## src/rtl/mixcol_share_arb_if.sv

```systemverilog
// Handshake bundle between two round requesters, the shared MixColumns arbiter and its consumer.
interface mixcol_share_arb_if #(
  parameter int CNT_W = 16
);
  logic             req0_valid;
  logic             req0_ready;
  logic [127:0]     req0_data;
  logic             req0_bypass;
  logic             req1_valid;
  logic             req1_ready;
  logic [127:0]     req1_data;
  logic             req1_bypass;
  logic             rsp_valid;
  logic             rsp_ready;
  logic             rsp_id;
  logic [127:0]     rsp_data;
  logic [CNT_W-1:0] cnt0;
  logic [CNT_W-1:0] cnt1;

  modport master (
    output req0_valid, req0_data, req0_bypass,
    output req1_valid, req1_data, req1_bypass,
    output rsp_ready,
    input  req0_ready, req1_ready,
    input  rsp_valid, rsp_id, rsp_data, cnt0, cnt1
  );

  modport slave (
    input  req0_valid, req0_data, req0_bypass,
    input  req1_valid, req1_data, req1_bypass,
    input  rsp_ready,
    output req0_ready, req1_ready,
    output rsp_valid, rsp_id, rsp_data, cnt0, cnt1
  );
endinterface

```

## src/rtl/mixcol_share_arb.sv

```systemverilog
// Round-robin share of one combinational MixColumns between two requesters.
// Single-entry result buffer; a new request may load on the same edge the old result drains.
module mixcol_share_arb #(
  parameter int CNT_W = 16
) (
  input  logic              clk,
  input  logic              rst,
  mixcol_share_arb_if.slave bus
);
  typedef enum logic {S_EMPTY, S_FULL} state_t;

  state_t           r_state;
  logic [127:0]     r_held;
  logic             r_byp;
  logic             r_id;
  logic             r_last;
  logic [CNT_W-1:0] r_cnt0;
  logic [CNT_W-1:0] r_cnt1;

  logic             w_take;
  logic             w_can;
  logic             w_gnt0;
  logic             w_gnt1;
  logic [127:0]     w_mix;

  function automatic logic [7:0] xt(input logic [7:0] b);
    return {b[6:0], 1'b0} ^ (b[7] ? 8'h1b : 8'h00);
  endfunction

  function automatic logic [31:0] mix_col(input logic [31:0] c);
    logic [7:0] a0, a1, a2, a3;
    {a0, a1, a2, a3} = c;
    return {xt(a0) ^ xt(a1) ^ a1 ^ a2 ^ a3,
            a0 ^ xt(a1) ^ xt(a2) ^ a2 ^ a3,
            a0 ^ a1 ^ xt(a2) ^ xt(a3) ^ a3,
            xt(a0) ^ a0 ^ a1 ^ a2 ^ xt(a3)};
  endfunction

  assign w_take = (r_state == S_FULL) & bus.rsp_ready;
  // Ready is held low during reset even though the registers are already cleared.
  assign w_can  = !rst & ((r_state == S_EMPTY) | w_take);

  always_comb begin
    w_gnt0 = 1'b0;
    w_gnt1 = 1'b0;
    if (w_can) begin
      if (bus.req0_valid && bus.req1_valid) begin
        w_gnt0 = r_last;
        w_gnt1 = !r_last;
      end else begin
        w_gnt0 = bus.req0_valid;
        w_gnt1 = bus.req1_valid;
      end
    end
  end

  always_comb begin
    w_mix = {mix_col(r_held[127:96]), mix_col(r_held[95:64]),
             mix_col(r_held[63:32]),  mix_col(r_held[31:0])};
  end

  always_ff @(posedge clk or posedge rst) begin
    if (rst) begin
      r_state <= S_EMPTY;
      r_held  <= '0;
      r_byp   <= 1'b0;
      r_id    <= 1'b0;
      r_last  <= 1'b1;
      r_cnt0  <= '0;
      r_cnt1  <= '0;
    end else begin
      if (w_take) begin
        if (r_id) r_cnt1 <= r_cnt1 + CNT_W'(1);
        else      r_cnt0 <= r_cnt0 + CNT_W'(1);
      end
      if (w_gnt0 || w_gnt1) begin
        r_held  <= w_gnt1 ? bus.req1_data : bus.req0_data;
        r_byp   <= w_gnt1 ? bus.req1_bypass : bus.req0_bypass;
        r_id    <= w_gnt1;
        r_last  <= w_gnt1;
        r_state <= S_FULL;
      end else if (w_take) begin
        r_state <= S_EMPTY;
      end
    end
  end

  assign bus.req0_ready = w_gnt0;
  assign bus.req1_ready = w_gnt1;
  assign bus.rsp_valid  = (r_state == S_FULL);
  assign bus.rsp_id     = r_id;
  assign bus.rsp_data   = r_byp ? r_held : w_mix;
  assign bus.cnt0       = r_cnt0;
  assign bus.cnt1       = r_cnt1;
endmodule

```

## src/flat_wrapper.sv

```systemverilog
// flat-port wrapper written by rule: the top's interface ports become plain ports
module mixcol_share_arb_flat 
#(
  parameter int CNT_W = 16
)
  (clk, rst, bus_req0_valid, bus_req0_data, bus_req0_bypass, bus_req1_valid, bus_req1_data, bus_req1_bypass, bus_rsp_ready, bus_req0_ready, bus_req1_ready, bus_rsp_valid, bus_rsp_id, bus_rsp_data, bus_cnt0, bus_cnt1);
  mixcol_share_arb_if #(.CNT_W(CNT_W)) bus_i ();
  input  logic clk;
  input  logic rst;
  input wire logic [$bits(bus_i.req0_valid)-1:0] bus_req0_valid;
  input wire logic [$bits(bus_i.req0_data)-1:0] bus_req0_data;
  input wire logic [$bits(bus_i.req0_bypass)-1:0] bus_req0_bypass;
  input wire logic [$bits(bus_i.req1_valid)-1:0] bus_req1_valid;
  input wire logic [$bits(bus_i.req1_data)-1:0] bus_req1_data;
  input wire logic [$bits(bus_i.req1_bypass)-1:0] bus_req1_bypass;
  input wire logic [$bits(bus_i.rsp_ready)-1:0] bus_rsp_ready;
  output wire logic [$bits(bus_i.req0_ready)-1:0] bus_req0_ready;
  output wire logic [$bits(bus_i.req1_ready)-1:0] bus_req1_ready;
  output wire logic [$bits(bus_i.rsp_valid)-1:0] bus_rsp_valid;
  output wire logic [$bits(bus_i.rsp_id)-1:0] bus_rsp_id;
  output wire logic [$bits(bus_i.rsp_data)-1:0] bus_rsp_data;
  output wire logic [$bits(bus_i.cnt0)-1:0] bus_cnt0;
  output wire logic [$bits(bus_i.cnt1)-1:0] bus_cnt1;
  assign bus_i.req0_valid = bus_req0_valid;
  assign bus_i.req0_data = bus_req0_data;
  assign bus_i.req0_bypass = bus_req0_bypass;
  assign bus_i.req1_valid = bus_req1_valid;
  assign bus_i.req1_data = bus_req1_data;
  assign bus_i.req1_bypass = bus_req1_bypass;
  assign bus_i.rsp_ready = bus_rsp_ready;
  assign bus_req0_ready = bus_i.req0_ready;
  assign bus_req1_ready = bus_i.req1_ready;
  assign bus_rsp_valid = bus_i.rsp_valid;
  assign bus_rsp_id = bus_i.rsp_id;
  assign bus_rsp_data = bus_i.rsp_data;
  assign bus_cnt0 = bus_i.cnt0;
  assign bus_cnt1 = bus_i.cnt1;
  mixcol_share_arb #(.CNT_W(CNT_W)) u_core (.clk(clk), .rst(rst), .bus(bus_i));
endmodule
```

## config.mk

```make
export PLATFORM = sky130hd
export DESIGN_NAME = mixcol_share_arb_flat
export DESIGN_NICKNAME = d
export VERILOG_FILES = /design/src/rtl/mixcol_share_arb_if.sv /design/src/rtl/mixcol_share_arb.sv /design/src/flat_wrapper.sv
export SDC_FILE = /design/constraint.sdc
export NUM_CORES = 1
export LEC_CHECK = 0
export CORE_MARGIN = 2
export CORE_UTILIZATION = 52
export DETAILED_ROUTE_END_ITERATION = 10
export PLACE_DENSITY = 0.85
export RECOVER_POWER = 25
export SYNTH_ARGS = -nofsm -noshare
export SYNTH_HDL_FRONTEND = slang
export SYNTH_SLANG_ARGS = --single-unit
```

## constraint.sdc

```tcl
create_clock -name clk -period 8.5 [get_ports clk]
set_input_delay 1.275 -clock clk [delete_from_list [all_inputs] [get_ports clk]]
set_output_delay 1.275 -clock clk [all_outputs]
set_load 0.05 [all_outputs]
```

Yosys cells after proc, flatten, opt, wreduce, memory -nomap -nowiden
Cells that the tools add are included.
{"block": "classes", "n_addsub": 2, "mux": 25, "bitwise_logic": 85, "reduce_logical": 7}
{"cell": "8-bit bitwise XOR", "n": 80}
{"cell": "128-bit two-way mux", "n": 2}
{"cell": "5-bit two-way mux", "n": 16}
{"cell": "16-bit by 1-bit adder with 16-bit output, second input constant", "n": 2}
{"cell": "1-bit two-way mux", "n": 7}
{"cell": "2-bit AND reduction", "n": 2}
{"cell": "1-bit bitwise AND", "n": 2}
{"cell": "1-bit zero test", "n": 2}
{"cell": "1-bit inverter", "n": 2}
{"cell": "2-bit nonzero test", "n": 1}
{"cell": "1-bit logical AND", "n": 1}
{"cell": "1-bit logical OR", "n": 1}
{"cell": "1-bit OR", "n": 1}
{"block": "totals", "ff_bits": 164, "output_inout_bits": 164, "elab_cells": 126}

Depth between registers and ports, before layout
{"block": "depth", "word_depth": 7, "mapped_depth": 7, "ltp_nobuf": 4}

Least setup slack after synthesis
Ideal clock, no wire load.
{"block": "synth_timing", "kind": "input-to-output", "start": "in rst", "end": "out bus_req1_ready", "arrival_ns": 4.079, "path_slack_ns": 3.146, "path_stages": 5, "path_cell_list": "inv_2 -> nand4_1 -> buf_2 -> buf_2 -> inv_1"}
{"block": "synth_via", "elab_chain_cells": 3}
{"item": "start, declared", "line_no": "flat_wrapper.sv:9", "rtl": "input logic rst;"}
{"item": "1-bit zero test", "line_no": "mixcol_share_arb.sv:41", "rtl": "assign w_can = !rst & ((r_state == S_EMPTY) | w_take);"}
{"item": "1-bit bitwise AND", "line_no": "mixcol_share_arb.sv:41"}
{"item": "1-bit two-way mux", "line_no": "mixcol_share_arb.sv:46", "rtl": "if (w_can) begin"}
{"item": "end, declared", "line_no": "flat_wrapper.sv:18", "rtl": "output wire logic [$bits(bus_i.req1_ready)-1:0] bus_req1_ready;"}
Every way passes these cells.

Final worst setup path
{"block": "layout_timing", "start": "in rst", "end": "out bus_req0_ready"}
{"block": "layout_via", "elab_chain_cells": 3}
{"item": "1-bit zero test", "line_no": "mixcol_share_arb.sv:41"}
{"item": "1-bit bitwise AND", "line_no": "mixcol_share_arb.sv:41"}
{"item": "1-bit two-way mux", "line_no": "mixcol_share_arb.sv:46"}
{"item": "end, declared", "line_no": "flat_wrapper.sv:17", "rtl": "output wire logic [$bits(bus_i.req0_ready)-1:0] bus_req0_ready;"}
Every way passes these cells.

==> results_dict.tcl <==
set metrics [dict create \
    crit_path_end_kind "output port" \
    place_congestion 0.886 \
    rsz0062_at_grt "false" \
    max_stage_delay_ns 1.53 \
    vias_per_cell 5.15 \
    clock-sinks 164 \
    ys_seq_elements 164 \
    crit_chain "clkdlybuf4s50_1 > clkinvlp_2 > and2_1 > and3_1 > clkdlybuf4s50_1" \
    synth_cell_types 38 \
    drc 0 \
    ant_nets 0 \
    clk_pin_slew_ns 0.07 \
    status "complete, but fails checks" \
    async_flop_share 1.00 \
    htree_num_levels 4 \
    max_freq_mhz 163 \
    period_share 0.722 \
    die_h_um 165 \
    dieArea_sq_um 27400 \
    clk_latency_ns 0.42 \
    r2r-start "u_core.r_last" \
    placed_cells_incl_taps 2103 \
    setup_tns_ns 0 \
    hold_viol 0 \
    wirelength_um 37100 \
    hold_class "reg -> reg" \
    grt_max_degree 262 \
    cts_setup_buffers 0 \
    cts_buffers 17 \
    ir_drop_mv 0.409 \
    critical_path_class "in -> out" \
    drtIter0Drc 628 \
    via_count 10987 \
    rows 59 \
    numPortBuffers 426 \
    yosysWarnings 0 \
    arrival_ns 4.87 \
    drive_above_1_share 0.0528 \
    stdcell_count 2135 \
    required_ns 7.22 \
    cts_tree "built" \
    synthFlopType "dfrtp_1" \
    routedWlPerCell_um 17.4 \
    reg2regPathDepth 5 \
    setup_viol 0 \
    chipWidth_um 165 \
    holdPathStages 1 \
    tightestPinTransition_ns 3.18 \
    critPathSlowestCell "clkinvlp_2" \
    yosys.area.top_type "dfrtp_1" \
    synth_nets 1796 \
    syn_area_per_cell_sq_um 8.85 \
    synth_top_area_frac 0.301 \
    netlist_area_sq_um 13500 \
    clockBufferDepth 2 \
    ctsHoldBuffers 0 \
    clock-root-buffer "clkbuf_16" \
    path_buf_inv 3 \
    p_leak_nw 7.58 \
    n_antenna_cell 0 \
    overflow 0 \
    postCtsResizedCells 0 \
    skew_ns 0.0116 \
    grt.total_usage 0.269 \
    synth.area.top_cells "dfrtp_1, xnor2_1, mux2i_1, nand2_1, o21ai_1" \
    netlist_instances 1531 \
    synthToLayoutAreaGrowth_pct 31.7 \
    start_util 0.524 \
    synth-edff-count 0 \
    max_slew_margin -1.12 \
    period_minus_slack_ns 6.14 \
    core_sq_um 25800 \
    antenna_found_initial 0 \
    cpMostUsedCell "clkdlybuf4s50_1" \
    power.density_nw_per_um2 391 \
    ioPinCount 427 \
    yosysSeqAreaShare 0.303 \
    final_nets 2052 \
    grt_pass1_wl_um 57100 \
    slew_viol_final 103 \
    cp_max_fo 44 \
    grt_pass1_vias 10875 \
    hp-start "u_core.bus.cnt1[15]" \
    cp.depth 5 \
    dp_hpwl_um 28200 \
    critPathLaunchType "input port" \
    crit_family "buffers and inverters" \
    startpoint "rst" \
    drt_pass1_iterations 5 \
    drv_cap 2 \
    violations "capacitance limit, slew limit" \
]
[cells in the final DEF (no fill, tap or decap), drive strengths merged, types with 6 or more instances in the layout]
cell type,synthesis,final
mux2i,129,129
and3,6,6
xnor2,366,366
inv,4,8
xor2,95,95
nand2,276,276
dfrtp,163,163
clkbuf,93,20
nand3,9,9
clkdlybuf4s50,0,425
o21ai,255,255
[registers in the layout (all words and copies together) (netlist names)]
signal / flops
u_core.r_byp: 1
u_core.bus.cnt1: 16
u_core.bus.rsp_id: 1
u_core.r_held: 128
u_core.bus.rsp_valid: 1
u_core.bus.cnt0: 16
u_core.r_last: 1
[cell usage after synthesis, types with 9 or more instances]
master / n
buf_2: 66
buf_4: 24
buf_6: 11
clkbuf_1: 46
clkbuf_2: 47
dfrtp_1: 163
mux2i_1: 129
nand2_1: 276
nand3_1: 9
o21ai_0: 113
o21ai_1: 142
xnor2_1: 340
xnor2_2: 26
xor2_1: 74
xor2_2: 20
[routing by layer]
| metal | vias to the layer above | wire [um] | global-route usage |
|---|---|---|---|
| li1 | 5371 | - | - |
| met1 | 5197 | 15000 | 0.332 |
| met2 | 362 | 18900 | 0.477 |
| met3 | 57 | 2280 | 0.0492 |
| met4 | 0 | 984 | 0.0870 |
| met5 | - | 0 | 0 |
[cell type report]
cell class / instances / area (sq um)
sequential: 164 / 4110
multi-input combinational: 1168 / 8380
inverter: 4 / 16.3
fill: 2083 / 7990
clock buffer: 19 / 453
clock inverter: 13 / 141
timing repair buffer: 432 / 4330
tap: 335 / 419
[worst reg2reg max path, cell delays in order, from the launching register on]
cell,delay (ns)
dfstp_2,0.54
nand2_1,0.05
nand4_1,0.15
buf_12,0.57
mux2i_1,0.83
o21ai_1,0.10
[metrics by stage]
step	hold slack (ns)	total power [mW]	setup WS, ns	cell area (sq um)	util
2_1_floorplan	0.444	4.82	3.15	13500	-
3_3_place_gp	0.458	6.11	3.91	17300	0.669
3_5_place_dp	0.465	6.19	3.88	17300	0.669
4_1_cts	0.479	7.02	3.89	17900	0.692
5_1_grt	0.510	7.32	1.93	17800	0.691
6_report	0.482	6.98	2.36	17800	0.691
[cell families after synthesis]
kind of cell / count (synthesis) / share of synthesized area
simple gates: 314 / 0.0949
compound gates: 256 / 0.0951
xor+xnor: 463 / 0.328
flops: 164 / 0.303
mux: 133 / 0.0986
fa+ha+maj: 2 / 0.00185
buf+inv: 199 / 0.0783
[final timing paths]
kind | end | slack, ns
max in group asynchronous | u_core.r_held[103] | 3.08
min in group asynchronous | u_core.r_byp | 1.71
max | bus_req0_ready | 2.36
min | u_core.bus.cnt1[15] | 0.48
max reg2reg | u_core.r_held[117] | 6.10
min reg2reg | u_core.bus.cnt1[15] | 0.48
[power by group]
part,leakage (nW),internal [mW],switching (mW)
clock network,0.287,0.430,0.364
logic,5.23,1.93,3.03
registers,2.06,0.913,0.312
No activity file was read; power rests on OpenSTA's default activity.
